==> config.mk <==
export PLATFORM = sky130hd
export DESIGN_NAME = rom_stream_loader_flat
export DESIGN_NICKNAME = d
export VERILOG_FILES = /design/src/rtl/rom_stream_loader_if.sv /design/src/rtl/rom_stream_loader.sv /design/src/flat_wrapper.sv
export SDC_FILE = /design/constraint.sdc
export NUM_CORES = 1
export LEC_CHECK = 0
export BUFFER_PORTS_ARGS = -buffer_cell sky130_fd_sc_hd__buf_4
export CAP_MARGIN = 5
export CORE_UTILIZATION = 59
export CTS_CLUSTER_DIAMETER = 200
export CTS_CLUSTER_SIZE = 10
export DETAILED_ROUTE_END_ITERATION = 10
export GPL_TIMING_DRIVEN = 0
export PLACE_DENSITY = 0.91
export SLEW_MARGIN = 20
export SYNTH_ARGS = -nofsm -noshare
export SYNTH_HDL_FRONTEND = slang
export SYNTH_SLANG_ARGS = --single-unit
==> constraint.sdc <==
create_clock -name i_clock0 -period 3.1 [get_ports i_clock0]
set_input_delay 0.93 -clock i_clock0 [delete_from_list [all_inputs] [get_ports i_clock0]]
set_output_delay 0.93 -clock i_clock0 [all_outputs]
set_load 0.05 [all_outputs]
==> src/rtl/rom_stream_loader_if.sv <==
// Stream + memory bus bundle for rom_stream_loader.
//   s_valid / s_data / s_ready : word source handshake into the loader
//   mem_we / mem_re / mem_addr : registered memory strobes and address from the loader
//   mem_wdata / mem_rdata      : memory write data out, read data back in (1 cycle after mem_re)
// slave  : the loader's view (consumes the stream, drives the memory)
// master : the environment's view (word source + memory)
interface rom_stream_loader_if #(
    parameter int DATA_WIDTH = 8,
    parameter int ADDR_WIDTH = 7
);
    logic                  s_valid;
    logic [DATA_WIDTH-1:0] s_data;
    logic                  s_ready;
    logic                  mem_we;
    logic                  mem_re;
    logic [ADDR_WIDTH-1:0] mem_addr;
    logic [DATA_WIDTH-1:0] mem_wdata;
    logic [DATA_WIDTH-1:0] mem_rdata;

    modport slave (
        input  s_valid, s_data, mem_rdata,
        output s_ready, mem_we, mem_re, mem_addr, mem_wdata
    );

    modport master (
        output s_valid, s_data, mem_rdata,
        input  s_ready, mem_we, mem_re, mem_addr, mem_wdata
    );
endinterface

==> src/rtl/rom_stream_loader.sv <==
// Loads NUM_WORDS stream words into a synchronous single-port memory at
// ascending addresses, then optionally takes a second (golden) pass, reads
// the memory back and counts mismatches.
//   i_clock0          clock, rising edge
//   i_global_resetn   asynchronous active-low reset
//   i_start           1-cycle run request, ignored while busy
//   i_verify_en       sampled with i_start; 1 = run the readback pass
//   bus               stream handshake + memory port (slave modport)
//   o_busy            high while a run is in progress
//   o_done            set at completion, cleared by the next accepted start
//   o_err_count       readback mismatch count, saturating
//   o_first_err_addr  address of the first mismatch of the run (0 if none)
//
// state    | meaning
// S_IDLE   | waiting for i_start, s_ready low
// S_WRITE  | accepting words, one memory write per handshake
// S_VERIFY | accepting golden words, one memory read per handshake
// S_DRAIN  | s_ready low, waiting for the last readback compare
module rom_stream_loader #(
    parameter int DATA_WIDTH = 8,
    parameter int ADDR_WIDTH = 7,
    parameter int NUM_WORDS  = 128
) (
    input  logic                  i_clock0,
    input  logic                  i_global_resetn,
    input  logic                  i_start,
    input  logic                  i_verify_en,
    rom_stream_loader_if.slave    bus,
    output logic                  o_busy,
    output logic                  o_done,
    output logic [ADDR_WIDTH:0]   o_err_count,
    output logic [ADDR_WIDTH-1:0] o_first_err_addr
);
    localparam logic [ADDR_WIDTH-1:0] LAST_IDX = ADDR_WIDTH'(NUM_WORDS - 1);
    localparam logic [ADDR_WIDTH:0]   ERR_MAX  = '1;

    typedef enum logic [1:0] {
        S_IDLE,
        S_WRITE,
        S_VERIFY,
        S_DRAIN
    } state_t;

    state_t                r_state;
    state_t                w_state_nxt;

    logic [ADDR_WIDTH-1:0] r_count;
    logic                  r_verify;
    logic                  r_mem_we;
    logic                  r_mem_re;
    logic [ADDR_WIDTH-1:0] r_mem_addr;
    logic [DATA_WIDTH-1:0] r_mem_wdata;
    logic [DATA_WIDTH-1:0] r_exp_d1;
    logic [DATA_WIDTH-1:0] r_exp_d2;
    logic                  r_cmp_v;
    logic [ADDR_WIDTH-1:0] r_cmp_addr;
    logic                  r_done;
    logic [ADDR_WIDTH:0]   r_err_count;
    logic [ADDR_WIDTH-1:0] r_first_err_addr;

    logic                  w_s_ready;
    logic                  w_wr_hs;
    logic                  w_rd_hs;
    logic                  w_last;
    logic                  w_start_run;
    logic                  w_finish;
    logic                  w_mismatch;

    assign w_last     = (r_count == LAST_IDX);
    // Read data for the word read one cycle earlier is on mem_rdata while
    // r_cmp_v is high; its golden word has travelled the two-stage r_exp pipe.
    assign w_mismatch = r_cmp_v && (bus.mem_rdata != r_exp_d2);

    always_ff @(posedge i_clock0 or negedge i_global_resetn) begin
        if (!i_global_resetn) begin
            r_state <= S_IDLE;
        end else begin
            r_state <= w_state_nxt;
        end
    end

    always_comb begin
        w_state_nxt = r_state;
        w_s_ready   = 1'b0;
        w_wr_hs     = 1'b0;
        w_rd_hs     = 1'b0;
        w_start_run = 1'b0;
        w_finish    = 1'b0;
        case (r_state)
            S_IDLE: begin
                if (i_start) begin
                    w_start_run = 1'b1;
                    w_state_nxt = S_WRITE;
                end
            end
            S_WRITE: begin
                w_s_ready = 1'b1;
                if (bus.s_valid) begin
                    w_wr_hs = 1'b1;
                    if (w_last) begin
                        if (r_verify) begin
                            w_state_nxt = S_VERIFY;
                        end else begin
                            w_state_nxt = S_IDLE;
                            w_finish    = 1'b1;
                        end
                    end
                end
            end
            S_VERIFY: begin
                w_s_ready = 1'b1;
                if (bus.s_valid) begin
                    w_rd_hs = 1'b1;
                    if (w_last) begin
                        w_state_nxt = S_DRAIN;
                    end
                end
            end
            S_DRAIN: begin
                // Once the final read strobe has retired, its compare is
                // the one being registered on this edge.
                if (!r_mem_re) begin
                    w_state_nxt = S_IDLE;
                    w_finish    = 1'b1;
                end
            end
            default: begin
                w_state_nxt = S_IDLE;
            end
        endcase
    end

    always_ff @(posedge i_clock0 or negedge i_global_resetn) begin
        if (!i_global_resetn) begin
            r_count          <= '0;
            r_verify         <= 1'b0;
            r_mem_we         <= 1'b0;
            r_mem_re         <= 1'b0;
            r_mem_addr       <= '0;
            r_mem_wdata      <= '0;
            r_exp_d1         <= '0;
            r_exp_d2         <= '0;
            r_cmp_v          <= 1'b0;
            r_cmp_addr       <= '0;
            r_done           <= 1'b0;
            r_err_count      <= '0;
            r_first_err_addr <= '0;
        end else begin
            r_mem_we   <= w_wr_hs;
            r_mem_re   <= w_rd_hs;
            r_cmp_v    <= r_mem_re;
            r_cmp_addr <= r_mem_addr;
            r_exp_d2   <= r_exp_d1;

            if (w_wr_hs || w_rd_hs) begin
                r_mem_addr <= r_count;
            end
            if (w_wr_hs) begin
                r_mem_wdata <= bus.s_data;
            end
            if (w_rd_hs) begin
                r_exp_d1 <= bus.s_data;
            end

            // The last word of a pass reloads 0 so the verify pass restarts
            // at address 0 and the counter never wraps.
            if (w_start_run) begin
                r_count  <= '0;
                r_verify <= i_verify_en;
            end else if (w_wr_hs || w_rd_hs) begin
                r_count <= w_last ? '0 : r_count + 1'b1;
            end

            if (w_start_run) begin
                r_done <= 1'b0;
            end else if (w_finish) begin
                r_done <= 1'b1;
            end

            if (w_start_run) begin
                r_err_count      <= '0;
                r_first_err_addr <= '0;
            end else if (w_mismatch) begin
                if (r_err_count != ERR_MAX) begin
                    r_err_count <= r_err_count + 1'b1;
                end
                if (r_err_count == '0) begin
                    r_first_err_addr <= r_cmp_addr;
                end
            end
        end
    end

    assign bus.s_ready      = w_s_ready;
    assign bus.mem_we       = r_mem_we;
    assign bus.mem_re       = r_mem_re;
    assign bus.mem_addr     = r_mem_addr;
    assign bus.mem_wdata    = r_mem_wdata;
    assign o_busy           = (r_state != S_IDLE);
    assign o_done           = r_done;
    assign o_err_count      = r_err_count;
    assign o_first_err_addr = r_first_err_addr;
endmodule
==> src/flat_wrapper.sv <==
// flat-port wrapper written by rule: the top's interface ports become plain ports
module rom_stream_loader_flat 
#(
    parameter int DATA_WIDTH = 8,
    parameter int ADDR_WIDTH = 7,
    parameter int NUM_WORDS  = 128
)
  (i_clock0, i_global_resetn, i_start, i_verify_en, o_busy, o_done, o_err_count, o_first_err_addr, bus_s_valid, bus_s_data, bus_mem_rdata, bus_s_ready, bus_mem_we, bus_mem_re, bus_mem_addr, bus_mem_wdata);
  rom_stream_loader_if #(.DATA_WIDTH(DATA_WIDTH), .ADDR_WIDTH(ADDR_WIDTH)) bus_i ();
  input  logic i_clock0;
  input  logic i_global_resetn;
  input  logic i_start;
  input  logic i_verify_en;
  output logic o_busy;
  output logic o_done;
  output logic [ADDR_WIDTH:0] o_err_count;
  output logic [ADDR_WIDTH-1:0] o_first_err_addr;
  input wire logic [$bits(bus_i.s_valid)-1:0] bus_s_valid;
  input wire logic [$bits(bus_i.s_data)-1:0] bus_s_data;
  input wire logic [$bits(bus_i.mem_rdata)-1:0] bus_mem_rdata;
  output wire logic [$bits(bus_i.s_ready)-1:0] bus_s_ready;
  output wire logic [$bits(bus_i.mem_we)-1:0] bus_mem_we;
  output wire logic [$bits(bus_i.mem_re)-1:0] bus_mem_re;
  output wire logic [$bits(bus_i.mem_addr)-1:0] bus_mem_addr;
  output wire logic [$bits(bus_i.mem_wdata)-1:0] bus_mem_wdata;
  assign bus_i.s_valid = bus_s_valid;
  assign bus_i.s_data = bus_s_data;
  assign bus_i.mem_rdata = bus_mem_rdata;
  assign bus_s_ready = bus_i.s_ready;
  assign bus_mem_we = bus_i.mem_we;
  assign bus_mem_re = bus_i.mem_re;
  assign bus_mem_addr = bus_i.mem_addr;
  assign bus_mem_wdata = bus_i.mem_wdata;
  rom_stream_loader #(.DATA_WIDTH(DATA_WIDTH), .ADDR_WIDTH(ADDR_WIDTH), .NUM_WORDS(NUM_WORDS)) u_core (.i_clock0(i_clock0), .i_global_resetn(i_global_resetn), .i_start(i_start), .i_verify_en(i_verify_en), .bus(bus_i), .o_busy(o_busy), .o_done(o_done), .o_err_count(o_err_count), .o_first_err_addr(o_first_err_addr));
endmodule
### Word-level counts from Yosys, hierarchy flattened

Index checks and enable logic that the tools add are counted.
W data, S select, Z words.

| cells by class | value |
|---|---|
| $add $sub $neg | 2 |
| equal/unequal tests | 12 |
| muxes and demuxes | 30 |
| reductions and logical operators | 14 |

Operator list:

| operator | number |
|---|---|
| $mux W7 | 6 |
| $mux W8 | 3 |
| $mux W2 | 7 |
| $mux W1 | 12 |
| $reduce_bool A2 Y1 | 6 |
| $add A8 B1 Y8 const B | 1 |
| $logic_not A8 Y1 | 1 |
| $ne A2 B2 Y1 const B | 4 |
| $ne A8 B8 Y1 | 1 |
| $ne A8 B8 Y1 const B | 1 |
| $pmux W2 S4 | 1 |
| $add A7 B1 Y7 const B | 1 |
| $eq A7 B7 Y1 const B | 1 |
| $reduce_and A6 Y1 | 1 |
| $eq A2 B2 Y1 const B | 2 |
| $ne A2 B1 Y1 const B | 2 |
| $reduce_and A2 Y1 | 2 |
| $eq A2 B1 Y1 const B | 1 |
| $logic_not A2 Y1 | 1 |
| $pmux W1 S2 | 1 |
| $reduce_or A2 Y1 | 1 |
| $logic_and A1 B1 Y1 | 1 |
| $logic_or A1 B1 Y1 | 1 |

| word-level totals | value |
|---|---|
| register bits | 67 |
| output and inout port bits | 35 |

### Logic depth before layout (Yosys ltp)

Gate-level depths: netlist (run 1).

| logic depth | value |
|---|---|
| word-level depth | 6 |
| gate-level depth with buffers | 8 |

### Least setup slack after synthesis (run 1)

Ideal clock, no wire load.

| timing | value |
|---|---|
| kind | input to register |
| start | in bus_mem_rdata[5] |
| end | reg u_core.r_err_count[6], in the netlist u_core.o_err_count[6] |
| library setup time | 87 ps |
| arrival | 1927 ps |
| required time | 3013 ps |
| slack | 1086 ps |
| stages | 5 |
| cell sequence | xor2_1 nor4_4 and2_4 nor3_1 a211oi_2 |

| between the ends | value |
|---|---|
| longest elaborated chain between the ends | 4 |

RTL lines:

| item | RTL line | RTL |
|---|---|---|
| start, declared | flat_wrapper.sv:20 | `input wire logic [$bits(bus_i.mem_rdata)-1:0] bus_mem_rdata;` |
| $ne A8 B8 Y1 | rom_stream_loader.sv:72 | `assign w_mismatch = r_cmp_v && (bus.mem_rdata != r_exp_d2);` |
| $logic_and A1 B1 Y1 | rom_stream_loader.sv:72 |  |
| $reduce_bool A2 Y1 (no source line) | n/a |  |
| $reduce_and A2 Y1 (no source line) | n/a |  |
| end signal, assigned | rom_stream_loader.sv:185 | `r_err_count <= r_err_count + 1'b1;` |
| end, declared | rom_stream_loader.sv:58 | `logic [ADDR_WIDTH:0] r_err_count;` |

No other way between the ends.
A chain may end at the register's enable or synchronous reset.

==> parameters.txt, run 1 <==
Parameter                              Value

Critical path
  Critical Path Most Common Cell ... sky130_fd_sc_hd__inv_1
  CP arrival ... 1420 ps
  CP required ... 2170 ps
  Slowest cell on crit path ... sky130_fd_sc_hd__dfrtp_1
  Cell family contributing the most delay on the critical path ... buffers and inverters
  Slowest cell delay on critical path ... between 400 and 500 ps
  Critical path, cell by cell ... inv_1, ha_1, inv_1, buf_4
  Endpoint class of the critical path ... primary output
  Type of origin of the critical path ... register
  Worst Path Buf+Inv ... 3
  CP Max Fanout ... 4
  Critical path class ... reg -> out

STA
  Period utilization ... 0.759
  Setup TNS ... 0 ps
  Maximum clock rate ... 425 MHz
  Slew headroom ... 0.455
  Slew @ Worst Pin ... 818 ps
  Final-report hold violation count ... 0
  Setup-violating endpoint count in the final report ... 0
  RSZ-0062 raised after global routing ... no
  Max Slew Vio Count ... 0
  Clock Skew ... just over 9 ps
  Min Tclk post-route ... ~2400 ps

Power
  Combinational cell fraction of total power ... 0.404
  Power per unit of standard cell area ... 914 nW/um^2
  Share of power burned in the clock network ... 0.201
  Switching power share of the total ... 0.411
  Internal power ... between 1.5 and 2 mW
  Switching power ... between 1 and 1.5 mW
  Maximum resistive drop on vdd ... 928 uV
  Sequential cell fraction of total power ... 0.395
  Leakage ... roughly 1.8 nW

Clocking
  CTS tree ... yes
  Hold-fix buffers at CTS ... 0
  Number of H-tree levels ... 3
  Number of gates resized after cts ... 0
  Number of clock sinks ... between 60 and 70
  Post-CTS repair timing setup buffer count ... 0
  Clock root cell ... sky130_fd_sc_hd__clkbuf_8
  CTS clock-pin slew for the worst setup and hold paths ... ~70 ps
  Worst-skew pair later-pin latency ... 340 ps
  Number of buffers between clock root and the deepest sink ... 2
  Clock buffers created by TritonCTS ... 9

Yosys
  Cells after synthesis ... 255
  Count of yosys warnings during synthesis ... 0
  Most common library cells after synthesis ... sky130_fd_sc_hd__dfrtp_1, sky130_fd_sc_hd__nand2_1, sky130_fd_sc_hd__mux2_2, sky130_fd_sc_hd__nand3_1
  Cell taking the most area after synthesis ... sky130_fd_sc_hd__dfrtp_1
  Fraction of registers with async set/reset ... 1.00
  Fraction of post-synthesis cell area in the top cell type by area ... 0.577
  Count of flip-flops with a built-in enable after synthesis ... 0
  Largest family of logic cells by synthesized area ... simple AND/OR/NAND/NOR gates
  Ys flop type ... sky130_fd_sc_hd__dfrtp_1
  Mux contribution to synthesized area ... 0.0655
  Avg Inst Size Synth ... between 10 and 15 sq um
  Most used standard cell by instance count after synthesis ... sky130_fd_sc_hd__dfrtp_1
  Part of the Yosys area used for sequential elements ... 0.577
  Synthesized-area fraction occupied by ao, oa, aoi and oai cells ... 0.0866
  Adder-cell area share of the yosys netlist ... 0.0345
  Flip-flop and latch count after synthesis ... 67
  Fraction of synthesized cell area in xor and xnor cells ... 0.0332
  Synth top area cells ... sky130_fd_sc_hd__dfrtp_1, sky130_fd_sc_hd__mux2_2, sky130_fd_sc_hd__nand2_1, sky130_fd_sc_hd__ha_1, sky130_fd_sc_hd__xor2_1
  Number of different library cells in the post-synthesis netlist ... 39
  Post-synthesis instance area ... approximately 2900 sq um
  Area fraction in and, or, nand and nor cells after synthesis ... 0.173
  Syn_nets ... ~280

Global routing
  GRT Resource Usage Total ... 0.227
  Antenna violations before repair ... 0
  Via count of the first global-routing pass ... around 1900
  Congestion Overflow GR ... 0
  First-pass GRT wire length ... slightly below 9 mm
  Maximum number of pins on one net before global-route repair ... 68

Die
  Ports placed on the boundary ... 56
  Effective utilization at floorplan ... 0.615
  Die Width ... just over 70 um
  Die Y-Extent ... just over 70 um
  Die Outline Area ... 5210 sq um
  Floorplan row count ... 25
  Core footprint ... roughly 4700 sq um

Finish
  Layout cell share with drive strength beyond 1 ... 0.317
  Count of nets after finishing ... 350
  Number of antenna cells inserted ... 0
  Area growth syn-to-layout ... 23.3%
  Non-filler instance count after layout ... slightly below 400

Job
  Count of max-cap constraint violations ... 0

Drt
  Via count ... 2132
  DRC marker count from the first detailed-route iteration ... 130
  First-pass DRT Iterations ... 4
  DRC violation count after routing ... 0
  Average routed wire per standard cell ... 14.3 um
  Via/cell ratio ... roughly 5.4
  Residual antenna-violating net count after detailed routing ... 0
  Detailed Route WL ... roughly 5.6 mm

Placed design
  Detailed placer's ending HPWL ... roughly 3.8 mm
  Port Buffers ... 55
  Cell count after placement ... around 380
  Global placement routability congestion ... 0.876

Worst hold path
  Path type of the worst min-delay path ... reg -> reg

Outcome
  Status ... finished clean
-- worst reg2reg max path, cell delays in order (launching register included) --
cell                       delay, ps
sky130_fd_sc_hd__dfrtp_1         420
sky130_fd_sc_hd__inv_1           160
sky130_fd_sc_hd__ha_1            250
sky130_fd_sc_hd__and2_1          140
sky130_fd_sc_hd__clkbuf_1        330
sky130_fd_sc_hd__clkbuf_1        460
sky130_fd_sc_hd__nor2_1          110
-- per-layer routing --
layer  part of all wire  GRT usage  up-vias
met3              0.052     0.0583        8
met4              0.015     0.0850        0
met1               0.43      0.309     1045
met2               0.50      0.354       73
met5                  0          0        -
li1                   -          -     1006
-- per-stage QoR --
step / worst slack, ps / utilization / hold WS [ps] / power (mW) / cell area [sq um]
6_report: 747 / 0.758 / 374 / 3.27 / 3580
3_3_place_gp: 866 / 0.720 / 354 / 2.57 / 3400
5_1_grt: 697 / 0.758 / 385 / 3.42 / 3580
3_5_place_dp: 826 / 0.720 / 361 / 2.62 / 3400
4_1_cts: 748 / 0.758 / 376 / 3.29 / 3580
2_1_floorplan: 1090 / - / 349 / 2.24 / 2910
-- final timing paths --
check | start | endpoint | slack, ps | cells after the start
worst max-delay path | register | o_busy | 750 | 4
worst min-delay path | u_core.r_exp_d1[1] | u_core.r_exp_d2[1] | 370 | 0
worst max register to register | register | u_core.r_count[4] | 1100 | 6
worst min register to register | u_core.r_exp_d1[1] | u_core.r_exp_d2[1] | 370 | 0
max in group asynchronous | i_global_resetn | u_core.bus.mem_re | 1870 | 1
min in group asynchronous | i_global_resetn | u_core.o_first_err_addr[2] | 680 | 1
-- flip-flops by register name (all words and copies together), names as in the netlist, 7 cells and up, named ones only --
name                     flops
u_core.r_count               7
u_core.o_first_err_addr      7
u_core.bus.mem_wdata         8
u_core.r_exp_d2              8
u_core.r_exp_d1              8
u_core.bus.mem_addr          7
u_core.o_err_count           8
u_core.r_cmp_addr            7
-- cell type report --
cell class	instances	area (sq um)
fill	313	1140
sequential	67	1680
buffer	8	46.3
clock inverter	2	10.0
timing repair buffer	55	413
clock buffer	13	169
tap	67	83.8
inverter	11	41.3
multi-input combinational	169	1140
-- cells in the final DEF, fill, tap and decap left out, types with 3 or more instances in the layout --
cell and count:
sky130_fd_sc_hd__dfrtp_1 67, sky130_fd_sc_hd__buf_4 55, sky130_fd_sc_hd__nand2_1 46, sky130_fd_sc_hd__mux2_2 16, sky130_fd_sc_hd__nand3_1 13, sky130_fd_sc_hd__clkbuf_8 12
sky130_fd_sc_hd__inv_1 11, sky130_fd_sc_hd__xor2_1 11, sky130_fd_sc_hd__nor2_1 11, sky130_fd_sc_hd__a21oi_1 8, sky130_fd_sc_hd__ha_1 8, sky130_fd_sc_hd__clkbuf_1 6
sky130_fd_sc_hd__o21ai_1 6, sky130_fd_sc_hd__nand4_1 5, sky130_fd_sc_hd__a31oi_1 5, sky130_fd_sc_hd__nand3_2 3, sky130_fd_sc_hd__o21ai_2 3, sky130_fd_sc_hd__o21ai_0 3
-- power by group through the flow --
stage               sequential, mW  clock [mW]  combinational, mW
floorplan                     1.62           0              0.620
global placement              1.29           0               1.28
detailed placement            1.31           0               1.31
CTS                           1.29       0.664               1.33
global route                  1.32       0.698               1.40
finish                        1.29       0.657               1.32
-- kinds of logic after synthesis --
family,after synthesis
simple gates,96
flops,67
buf+inv,19
mux,17
xor+xnor,11
compound gates,37
fa+ha+maj,8
No activity file was read; power rests on OpenSTA's default activity.
==> run 2: changes to the inputs <==
--- a/config.mk
+++ b/config.mk
@@ -7,12 +7,12 @@
 export LEC_CHECK = 0
 export BUFFER_PORTS_ARGS = -buffer_cell sky130_fd_sc_hd__buf_4
 export CAP_MARGIN = 5
-export CORE_UTILIZATION = 59
+export CORE_UTILIZATION = 54
 export CTS_CLUSTER_DIAMETER = 200
 export CTS_CLUSTER_SIZE = 10
 export DETAILED_ROUTE_END_ITERATION = 10
 export GPL_TIMING_DRIVEN = 0
-export PLACE_DENSITY = 0.91
+export PLACE_DENSITY = 0.85
 export SLEW_MARGIN = 20
 export SYNTH_ARGS = -nofsm -noshare
 export SYNTH_HDL_FRONTEND = slang
==> constraint.sdc (replaced) <==
create_clock -name i_clock0 -period 2.2 [get_ports i_clock0]
set_input_delay 0.66 -clock i_clock0 [delete_from_list [all_inputs] [get_ports i_clock0]]
set_output_delay 0.66 -clock i_clock0 [all_outputs]
set_load 0.05 [all_outputs]
==> parameters.txt, run 2 (same netlist as run 1, synthesis figures left out) <==
Parameter                              Value

Outcome
  Status ... finished clean

Placed design
  Pre-CTS setup slack ... 202 ps (-624 ps)
  Global placement routability congestion ... 0.859 (-2.0%)
  Detailed placer's ending HPWL ... 3.80 mm (-0.14%)
  Port Buffers ... 55 (unchanged)

Drt
  Via count ... 2086 (-2.2%)
  Residual antenna-violating net count after detailed routing ... 0 (unchanged)
  DRC violation count after routing ... 0 (unchanged)
  Average routed wire per standard cell ... 13.8 um (-3.8%)
  Via/cell ratio ... 5.27 (-3.1%)
  First-pass DRT Iterations ... 4 (unchanged)
  DRC marker count from the first detailed-route iteration ... 120 (-7.7%)
  Detailed Route WL ... 5.46 mm (-2.8%)

Power
  Maximum resistive drop on vdd ... 870 uV (-6.2%)
  Power per unit of standard cell area ... 1300 nW/um^2 (+42%)
  Leakage ... 1.78 nW (+0.21%)

Finish
  Leading cell type in the layout, fill and taps excluded ... sky130_fd_sc_hd__dfrtp_1
  Count of nets after finishing ... 350 (unchanged)
  Multi-input combinational cell area ... 1140 sq um (unchanged)
  Fillers ... 384 (+23%)
  Area growth syn-to-layout ... 23.9%
  Number of antenna cells inserted ... 0 (unchanged)
  Layout cell share with drive strength beyond 1 ... 0.319 (+0.00210)
  FF+latch area ... 1680 sq um (unchanged)
  Most frequent cells in the layout ... sky130_fd_sc_hd__dfrtp_1, sky130_fd_sc_hd__buf_4, sky130_fd_sc_hd__nand2_1

Clocking
  CTS clock-pin slew for the worst setup and hold paths ... 70 ps (about the same)
  Clock buffers created by TritonCTS ... 9 (unchanged)
  Clock root cell ... sky130_fd_sc_hd__clkbuf_8
  Number of buffers between clock root and the deepest sink ... 2 (unchanged)
  Hold-fix buffers at CTS ... 0 (unchanged)
  Number of gates resized after cts ... 0 (unchanged)
  Number of clock sinks ... 67 (unchanged)
  Worst-skew pair later-pin latency ... 340 ps (about the same)
  Number of H-tree levels ... 3 (unchanged)
  Post-CTS repair timing setup buffer count ... 0 (unchanged)
  CTS tree ... yes

Global routing
  First-pass GRT wire length ... 8.70 mm (-1.1%)
  Congestion Overflow GR ... 0 (unchanged)
  Maximum number of pins on one net before global-route repair ... 68 (unchanged)
  Antenna violations before repair ... 0 (unchanged)
  Via count of the first global-routing pass ... 1954 (+3.9%)
  GRT Resource Usage Total ... 0.211 (-0.0154)

Critical path
  Type of origin of the critical path ... register
  Cell family contributing the most delay on the critical path ... flip-flops
  CP required ... 1540 ps (-630 ps)
  Endpoint class of the critical path ... primary output
  Critical path, cell by cell ... inv_1, ha_1, inv_1, buf_4
  Slowest cell delay on critical path ... 420 ps (about the same)
  CP Max Fanout ... 5 (+1)
  CP arrival ... 1380 ps (-40 ps)
  Origin of the critical flop-to-flop path ... u_core.r_state[0]
  Critical path class ... reg -> out
  Worst reg2reg endpoint ... u_core.o_err_count[0]
  Critical Path Most Common Cell ... sky130_fd_sc_hd__inv_1
  Slowest cell on crit path ... sky130_fd_sc_hd__dfrtp_1
  Worst Path Buf+Inv ... 3 (unchanged)
  Flop-to-flop setup slack ... 320 ps (-780 ps)
  Number of cells on the worst reg-to-reg path ... 6 (unchanged)

Job
  Count of max-cap constraint violations ... 0 (unchanged)

Die
  Die Outline Area ... 5680 sq um (+9.0%)
  Ports placed on the boundary ... 56 (unchanged)
  Core footprint ... 5140 sq um (+8.8%)
  Die Y-Extent ... 75.4 um (+4.4%)
  Die Width ... 75.4 um (+4.4%)
  Floorplan row count ... 26 (+4.0%)
  Effective utilization at floorplan ... 0.565 (-0.0499)

Worst hold path
  Worst hold path startpoint ... u_core.r_exp_d1[7]
  Worst Hold Path Cells ... 0 (unchanged)
  Worst Hold Endpoint ... u_core.r_exp_d2[7]
  Path type of the worst min-delay path ... reg -> reg

STA
  Maximum clock rate ... a little under 500 MHz
  Slew @ Worst Pin ... 817 ps (-1.23 ps)
  Setup TNS ... 0 ps (unchanged)
  RSZ-0062 raised after global routing ... no
  Final Worst Setup Slack ... 163 ps (-584 ps)
  Final-report hold violation count ... 0 (unchanged)
  Period utilization ... 0.926
  Setup-violating endpoint count in the final report ... 0 (unchanged)
  Max Slew Vio Count ... 0 (unchanged)
  Slew headroom ... 0.456 (+0.000818)
  Min Tclk post-route ... slightly above 2000 ps
  Clock Skew ... 4.49 ps (-4.81 ps)
[run 2: cell count changes in the layout (fill, tap and decap cells not counted), sizes merged]
cell | before | now
clkinv | 2 | 3
clkinvlp | 0 | 1
bufinv | 0 | 1
clkbuf | 18 | 16
[run 2: power breakdown]
| group | switching [mW] | internal [mW] |
|---|---|---|
| logic | 1.22 | 0.626 |
| clock network | 0.454 | 0.549 |
| registers | 0.221 | 1.60 |
[run 2: how the worst max path moves through the flow]
stage | to | from | cells past startpoint
after global placement | u_core.o_first_err_addr[1] | bus_mem_rdata[7] | 7
after detailed placement | u_core.o_first_err_addr[5] | bus_mem_rdata[5] | 7
after global routing | o_busy | u_core.r_state[0] | 4
after CTS | o_busy | u_core.r_state[0] | 4
final | o_busy | u_core.r_state[0] | 4
after floorplan | u_core.o_first_err_addr[0] | u_core.o_err_count[0] | 8
[run 2: stage by stage]
step | power (mW) | cells | hold slack (ps) | instance area [sq um] | utilization
4_1_cts | 4.70 | 396 | 376 | 3600 | 0.700
2_1_floorplan | 3.16 | 255 | 349 | 2910 | -
3_3_place_gp | 3.63 | 380 | 355 | 3410 | 0.663
5_1_grt | 4.92 | 396 | 387 | 3600 | 0.700
3_5_place_dp | 3.70 | 380 | 360 | 3410 | 0.663
6_report | 4.66 | 396 | 375 | 3600 | 0.700
[run 2: layer usage]
metal / routed length, um / up-vias / share of wire / track usage
met1: 2420 / 1014 / 0.44 / 0.269
met4: 101 / 0 / 0.019 / 0.101
met3: 226 / 8 / 0.041 / 0.0582
met5: 0 / - / 0 / 0
met2: 2710 / 48 / 0.50 / 0.338
li1: - / 1016 / - / -
[run 2: layout make-up]
type | instances | area share
clock buffer | 11 | 0.0393
timing repair buffer | 55 | 0.115
clock inverter | 5 | 0.0146
inverter | 11 | 0.0115
tap | 70 | 0.0243
multi-input combinational | 169 | 0.317
buffer | 8 | 0.0129
sequential | 67 | 0.466
